--- config.mk ---
export PLATFORM = sky130hd
export DESIGN_NAME = mem_arbiter_flat
export DESIGN_NICKNAME = d
export VERILOG_FILES = /design/src/rtl/mem_arbiter_pkg.sv /design/src/rtl/mem_arbiter_if.sv /design/src/rtl/mem_arbiter_byte_lane.sv /design/src/rtl/mem_arbiter.sv /design/src/flat_wrapper.sv
export SDC_FILE = /design/constraint.sdc
export NUM_CORES = 1
export LEC_CHECK = 0
export ABC_AREA = 1
export BUFFER_PORTS_ARGS = -buffer_cell sky130_fd_sc_hd__buf_2
export CAP_MARGIN = 20
export CELL_PAD_IN_SITES_DETAIL_PLACEMENT = 1
export CELL_PAD_IN_SITES_GLOBAL_PLACEMENT = 1
export CORE_UTILIZATION = 35
export CTS_CLUSTER_SIZE = 14
export DETAILED_ROUTE_END_ITERATION = 16
export PLACE_DENSITY = 0.82
export SLEW_MARGIN = 15
export SYNTH_ARGS = -nofsm -noshare
export SYNTH_HDL_FRONTEND = slang
export SYNTH_HIERARCHICAL = 1
export SYNTH_SLANG_ARGS = --single-unit
--- constraint.sdc ---
create_clock -name clk -period 1.9 [get_ports clk]
set_input_delay 0.285 -clock clk [delete_from_list [all_inputs] [get_ports clk]]
set_output_delay 0.285 -clock clk [all_outputs]
set_load 0.005 [all_outputs]
--- src/rtl/mem_arbiter_pkg.sv ---
// Shared definitions for the memory arbiter: FSM encoding, request owner and
// big-endian byte-lane enable constants.
package mips_defines;

  typedef enum logic [1:0] {
    ST_IDLE    = 2'd0,
    ST_BUSY_IF = 2'd1,
    ST_BUSY_DM = 2'd2,
    ST_RESP    = 2'd3
  } arb_state_t;

  typedef enum logic {
    OWN_IF = 1'b0,
    OWN_DM = 1'b1
  } owner_t;

  localparam logic [3:0] BE_WORD  = 4'b1111;
  localparam logic [3:0] BE_LANE0 = 4'b1000;

  // Lane 0 is the most significant byte (big-endian).
  function automatic logic [3:0] lane_be(input logic [1:0] lane);
    return BE_LANE0 >> lane;
  endfunction

endpackage

--- src/rtl/mem_arbiter_if.sv ---
// Shared single-port memory bus: the arbiter drives requests, the memory
// answers with a variable-latency ack and read data.
interface mem_arbiter_if;
  logic        mem_req;
  logic        mem_we;
  logic [31:0] mem_addr;
  logic [31:0] mem_wdata;
  logic [3:0]  mem_be;
  logic        mem_ack;
  logic [31:0] mem_rdata;

  modport master (
    output mem_req, mem_we, mem_addr, mem_wdata, mem_be,
    input  mem_ack, mem_rdata
  );

  modport slave (
    input  mem_req, mem_we, mem_addr, mem_wdata, mem_be,
    output mem_ack, mem_rdata
  );
endinterface

--- src/rtl/mem_arbiter_byte_lane.sv ---
// Combinational byte-lane helper: store byte enables and data replication,
// load byte extraction with sign or zero extension.
module mem_byte_lane
  import mips_defines::*;
(
  input  logic        st_byte,
  input  logic [1:0]  st_lane,
  input  logic [31:0] st_wdata,
  output logic [3:0]  st_be,
  output logic [31:0] st_data,
  input  logic        ld_byte,
  input  logic [1:0]  ld_lane,
  input  logic        ld_sext,
  input  logic [31:0] ld_word,
  output logic [31:0] ld_data
);

  logic [7:0] ld_sel;

  always_comb begin
    st_be   = BE_WORD;
    st_data = st_wdata;
    if (st_byte) begin
      st_be   = lane_be(st_lane);
      st_data = {4{st_wdata[7:0]}};
    end

    case (ld_lane)
      2'd0:    ld_sel = ld_word[31:24];
      2'd1:    ld_sel = ld_word[23:16];
      2'd2:    ld_sel = ld_word[15:8];
      default: ld_sel = ld_word[7:0];
    endcase

    ld_data = ld_word;
    if (ld_byte)
      ld_data = ld_sext ? {{24{ld_sel[7]}}, ld_sel} : {24'h0, ld_sel};
  end

endmodule

--- src/rtl/mem_arbiter.sv ---
// Arbitrates instruction fetch and data accesses onto one memory port,
// data first with a starvation limit that eventually forces a fetch grant.
module mem_arbiter
  import mips_defines::*;
#(
  parameter int STARVE_LIMIT = 4
) (
  input  logic          clk,
  input  logic          rst,
  input  logic          if_req,
  input  logic [31:0]   if_addr,
  output logic [31:0]   if_rdata,
  output logic          if_valid,
  input  logic          dm_req,
  input  logic          dm_we,
  input  logic          dm_byte,
  input  logic          dm_signextend,
  input  logic [31:0]   dm_addr,
  input  logic [31:0]   dm_wdata,
  output logic [31:0]   dm_rdata,
  output logic          dm_valid,
  output logic          dm_misalign,
  output logic          stall_if,
  output logic          stall_mem,
  mem_arbiter_if.master mem
);

  localparam int CNT_W = $clog2(STARVE_LIMIT + 1);
  localparam logic [CNT_W-1:0] STARVE_MAX = CNT_W'(STARVE_LIMIT);

  arb_state_t       state;
  owner_t           owner;
  logic [CNT_W-1:0] starve_cnt;
  logic [1:0]       lat_lane;
  logic             lat_byte, lat_sext, lat_we, lat_misalign;
  logic             grant_dm, grant_if;
  logic [3:0]       st_be;
  logic [31:0]      st_data, ld_data;

  assign grant_dm  = dm_req & (~if_req | (starve_cnt != STARVE_MAX));
  assign grant_if  = if_req & ~grant_dm;
  // Stalls are gated by reset so every output reads zero while rst is low.
  assign stall_if  = rst & if_req & ~if_valid;
  assign stall_mem = rst & dm_req & ~dm_valid;

  mem_byte_lane u_byte_lane (
    .st_byte  (dm_byte),
    .st_lane  (dm_addr[1:0]),
    .st_wdata (dm_wdata),
    .st_be    (st_be),
    .st_data  (st_data),
    .ld_byte  (lat_byte),
    .ld_lane  (lat_lane),
    .ld_sext  (lat_sext),
    .ld_word  (mem.mem_rdata),
    .ld_data  (ld_data)
  );

  always_ff @(posedge clk or negedge rst) begin
    if (!rst) begin
      state         <= ST_IDLE;
      owner         <= OWN_IF;
      starve_cnt    <= '0;
      lat_lane      <= '0;
      lat_byte      <= 1'b0;
      lat_sext      <= 1'b0;
      lat_we        <= 1'b0;
      lat_misalign  <= 1'b0;
      if_rdata      <= '0;
      if_valid      <= 1'b0;
      dm_rdata      <= '0;
      dm_valid      <= 1'b0;
      dm_misalign   <= 1'b0;
      mem.mem_req   <= 1'b0;
      mem.mem_we    <= 1'b0;
      mem.mem_addr  <= '0;
      mem.mem_wdata <= '0;
      mem.mem_be    <= '0;
    end else begin
      if_valid    <= 1'b0;
      dm_valid    <= 1'b0;
      dm_misalign <= 1'b0;
      case (state)
        ST_IDLE: begin
          if (grant_dm) begin
            state         <= ST_BUSY_DM;
            owner         <= OWN_DM;
            mem.mem_req   <= 1'b1;
            mem.mem_we    <= dm_we;
            mem.mem_addr  <= dm_addr & 32'hFFFF_FFFC;
            mem.mem_wdata <= st_data;
            mem.mem_be    <= st_be;
            lat_lane      <= dm_addr[1:0];
            lat_byte      <= dm_byte;
            lat_sext      <= dm_signextend;
            lat_we        <= dm_we;
            lat_misalign  <= ~dm_byte & (dm_addr[1:0] != 2'b00);
            if (if_req && starve_cnt != STARVE_MAX)
              starve_cnt <= starve_cnt + 1'b1;
          end else if (grant_if) begin
            state         <= ST_BUSY_IF;
            owner         <= OWN_IF;
            mem.mem_req   <= 1'b1;
            mem.mem_we    <= 1'b0;
            mem.mem_addr  <= if_addr & 32'hFFFF_FFFC;
            mem.mem_wdata <= '0;
            mem.mem_be    <= BE_WORD;
            lat_byte      <= 1'b0;
            lat_we        <= 1'b0;
            lat_misalign  <= 1'b0;
            starve_cnt    <= '0;
          end
        end
        ST_BUSY_IF, ST_BUSY_DM: begin
          if (mem.mem_ack) begin
            state       <= ST_RESP;
            mem.mem_req <= 1'b0;
            if (owner == OWN_IF) begin
              if_valid <= 1'b1;
              if_rdata <= mem.mem_rdata;
            end else begin
              dm_valid    <= 1'b1;
              dm_rdata    <= lat_we ? '0 : ld_data;
              dm_misalign <= lat_misalign;
            end
          end
        end
        default: state <= ST_IDLE;
      endcase
    end
  end

endmodule

--- src/flat_wrapper.sv ---
// flat-port wrapper written by rule: the top's interface ports become plain ports
module mem_arbiter_flat import mips_defines::*;
#(
  parameter int STARVE_LIMIT = 4
)
  (clk, rst, if_req, if_addr, if_rdata, if_valid, dm_req, dm_we, dm_byte, dm_signextend, dm_addr, dm_wdata, dm_rdata, dm_valid, dm_misalign, stall_if, stall_mem, mem_mem_req, mem_mem_we, mem_mem_addr, mem_mem_wdata, mem_mem_be, mem_mem_ack, mem_mem_rdata);
  mem_arbiter_if mem_i ();
  input  logic clk;
  input  logic rst;
  input  logic if_req;
  input  logic [31:0] if_addr;
  output logic [31:0] if_rdata;
  output logic if_valid;
  input  logic dm_req;
  input  logic dm_we;
  input  logic dm_byte;
  input  logic dm_signextend;
  input  logic [31:0] dm_addr;
  input  logic [31:0] dm_wdata;
  output logic [31:0] dm_rdata;
  output logic dm_valid;
  output logic dm_misalign;
  output logic stall_if;
  output logic stall_mem;
  output wire logic [$bits(mem_i.mem_req)-1:0] mem_mem_req;
  output wire logic [$bits(mem_i.mem_we)-1:0] mem_mem_we;
  output wire logic [$bits(mem_i.mem_addr)-1:0] mem_mem_addr;
  output wire logic [$bits(mem_i.mem_wdata)-1:0] mem_mem_wdata;
  output wire logic [$bits(mem_i.mem_be)-1:0] mem_mem_be;
  input wire logic [$bits(mem_i.mem_ack)-1:0] mem_mem_ack;
  input wire logic [$bits(mem_i.mem_rdata)-1:0] mem_mem_rdata;
  assign mem_mem_req = mem_i.mem_req;
  assign mem_mem_we = mem_i.mem_we;
  assign mem_mem_addr = mem_i.mem_addr;
  assign mem_mem_wdata = mem_i.mem_wdata;
  assign mem_mem_be = mem_i.mem_be;
  assign mem_i.mem_ack = mem_mem_ack;
  assign mem_i.mem_rdata = mem_mem_rdata;
  mem_arbiter #(.STARVE_LIMIT(STARVE_LIMIT)) u_core (.clk(clk), .rst(rst), .if_req(if_req), .if_addr(if_addr), .if_rdata(if_rdata), .if_valid(if_valid), .dm_req(dm_req), .dm_we(dm_we), .dm_byte(dm_byte), .dm_signextend(dm_signextend), .dm_addr(dm_addr), .dm_wdata(dm_wdata), .dm_rdata(dm_rdata), .dm_valid(dm_valid), .dm_misalign(dm_misalign), .stall_if(stall_if), .stall_mem(stall_mem), .mem(mem_i));
endmodule
==> flow_metrics.tcl <==
set metrics [dict create \
    status "completed" \
    min_from "dm_signextend" \
    portBuffers 270 \
    min_to "u_core/lat_sext" \
    finalHoldViolCount 0 \
    cts-resized-gates 0 \
    place.gp.congestion 0.794 \
    ir_drop_mv 0.664 \
    die_w_um 147 \
    cap_violations 0 \
    ys_ff_latch 146 \
    routedWlPerCell_um 16.3 \
    r2r-end "u_core/dm_rdata[22]" \
    vias 7166 \
    reg2reg_depth 7 \
    ios 275 \
    grt_max_degree 116 \
    h-tree-depth 4 \
    synthFlopType "dfrtp_1" \
    initial_core_util_pct 35.9 \
    power_uw 15000 \
    numClockSinks 146 \
    cts.path.max_buffers 2 \
    clockRootBuffer "clkbuf_16" \
    avgSynthCellArea_um2 7.67 \
    antenna_found_initial 2 \
    synth.area.top_cells "dfrtp_1 (50%), nand2_1 (17%), o21ai_0 (10%)" \
    fin_nets 1338 \
    synthCells 954 \
    ys_top_cells_by_count "nand2_1 (323), dfrtp_1 (146), o21ai_0 (146)" \
    synth_top_area_share_pct 49.9 \
    seq_area_um2 3650 \
    slew_violations 0 \
    synth_warnings 6 \
    fmax_mhz 569 \
    fp.dieArea_um2 21500 \
    yosysMostFrequentCell "nand2_1" \
    start_kind "flop" \
    post_drt_via_cell_ratio 4.84 \
    synth_seq_area_share_pct 49.9 \
    fin_tns_setup_ns 0 \
    slew_headroom_pct 58.1 \
    p_per_area_nw_per_um2 1580 \
    cts_tree "done" \
    fin_crit_sh_pct 92.5 \
    cp.arrival_ns 2.08 \
    rrSetupSlack_ns 0.14 \
    final_core_utilization_pct 46.7 \
    fin_skew_ns 0.0119 \
    whs_ns 0.0689 \
    leakagePower_uw 0.00533 \
    postRouteAntennaNets 0 \
    grt_util_all_layers_pct 22.8 \
    critPathMaxFanout 65 \
    period_minus_slack_ns 1.76 \
    multi_input_comb_area_um2 2880 \
    clk_pin_slew_ns 0.06 \
    r2r_start "u_core/state[1]" \
    drt_iter0_markers 314 \
    insertion_delay_ns 0.43 \
    grt_pass1_vias 7304 \
    rsz0062_at_grt "no" \
    num_rows 52 \
    cts_setup_buffers 0 \
    firstDrtPassIters 5 \
    core_area_um2 20400 \
    endpoint_kind "flop" \
    hold_depth 3 \
    ys_types 27 \
    netlist_area_um2 7320 \
    synth_edf_count 0 \
    cts_made_buffers 17 \
    grt_pass1_wl_mm 38.6 \
    max_slew.worst_pin.slew_ns 0.628 \
    dp_hpwl_mm 17.4 \
    drive_gt1_share_pct 27.6 \
    async_flop_share_pct 100 \
    drc 0 \
    worstSetupPathType "reg -> reg" \
    fillers 2605 \
    dieHeight_um 147 \
    min_path_type "in -> reg" \
    worstPathRequired_ns 2.23 \
    synth_top_area_cell "dfrtp_1" \
    finalSetupViolCount 0 \
    wl_mm 24.2 \
    grt_overflow 0 \
    syn_to_final_growth_pct 30.1 \
]
-- how the worst max path moves through the flow --
stage	start	end	slack, ns	depth (start not counted)
after floorplan	u_core/state[0]	u_core/dm_rdata[22]	0.42	7
after global routing	u_core/state[1]	u_core/dm_rdata[22]	0.01	7
after detailed placement	u_core/state[1]	u_core/dm_rdata[22]	0.19	7
after CTS	u_core/state[1]	u_core/lat_byte	0.15	6
after global placement	u_core/state[0]	u_core/dm_rdata[2]	0.27	7
final	u_core/state[1]	u_core/dm_rdata[22]	0.14	7
-- cells by family after synthesis --
kind of cell / after synthesis / share of synthesized area (%)
buf+inv: 177 / 10.9
fa+ha+maj: 4 / 0.684
other cells: 1 / 0.0512
xor+xnor: 1 / 0.120
flops: 146 / 49.9
simple gates: 471 / 27.7
compound gates: 154 / 10.6
-- worst max-delay path, cell delays in order, from the launching register on --
cell	delay [ns]
dfrtp_1	0.40
inv_1	0.07
ha_1	0.31
inv_1	0.12
nor3_4	0.24
buf_12	0.28
nand3_1	0.12
o21ai_0	0.12
-- timing repair --
action | 4_1_cts | 5_1_grt
endpoints found under the setup margin | 0 | 0
hold buffers | 1 | 0
endpoints found under the hold margin | 31 | 0
-- final cells by class --
class | instances | share of cell area (%)
clock buffers | 18 | 4.61
repair buffers | 292 | 17.1
inverters | 109 | 4.30
flip-flops and latches | 146 | 38.4
clock inverters | 13 | 1.85
diodes | 1 | 0.0263
well taps | 270 | 3.55
multi-input cells | 632 | 30.2
-- stage by stage --
| step | std cells | area, um^2 | setup slack [ns] |
|---|---|---|---|
| after global placement | 1448 | 8890 | 0.266 |
| after global routing | 1481 | 9520 | 0.0101 |
| after CTS | 1480 | 9520 | 0.146 |
| after detailed placement | 1448 | 8890 | 0.195 |
| final | 1481 | 9520 | 0.142 |
| after floorplan | 955 | 7320 | 0.423 |
-- sequential cells by signal (all words and copies together) (netlist names), 2 cells and up --
name                  cells
u_core/dm_rdata          32
u_core/if_rdata          32
u_core/lat_lane           2
u_core/mem.mem_addr      30
u_core/mem.mem_be         4
u_core/mem.mem_wdata     32
u_core/starve_cnt         3
u_core/state              2
-- layout by cell type (no fill, tap or decap) --
master and instances:
nor2_4 3, nor3_4 1, inv_1 106, bufinv_16 3
diode_2 1, a21oi_2 1, inv_6 3, o21ai_2 1
nor2_1 36, nand3b_1 30, a21oi_1 4, clkbuf_16 17
buf_12 8, buf_2 269, nand3_1 70, buf_4 13
nand2_1 323, o21ai_0 146, o21ai_1 2, inv_2 2
ha_1 4, dlygate4sd3_1 1, clkinv_2 1, dfrtp_1 146
buf_6 1, xor2_1 1, conb_1 2, nor4_1 1
clkbuf_8 1, nand2_2 1, clkinv_4 5, nor3_1 3
inv_8 1, nand3_2 3, clkinv_1 1
-- metal layers --
layer  wire length [um]  share of wire, %  track usage [%]
met5                 11             0.046                0
met4                631               2.6             8.91
met2              12100                50             39.1
met1               9970                41             27.3
met3               1480               6.1             5.81
-- power breakdown --
part	total (uW)	internal, uW	switching, uW
Combinational	6210	2410	3800
Sequential	5300	4560	745
Clock	3520	2120	1400
(Power assumes the default switching activity.)
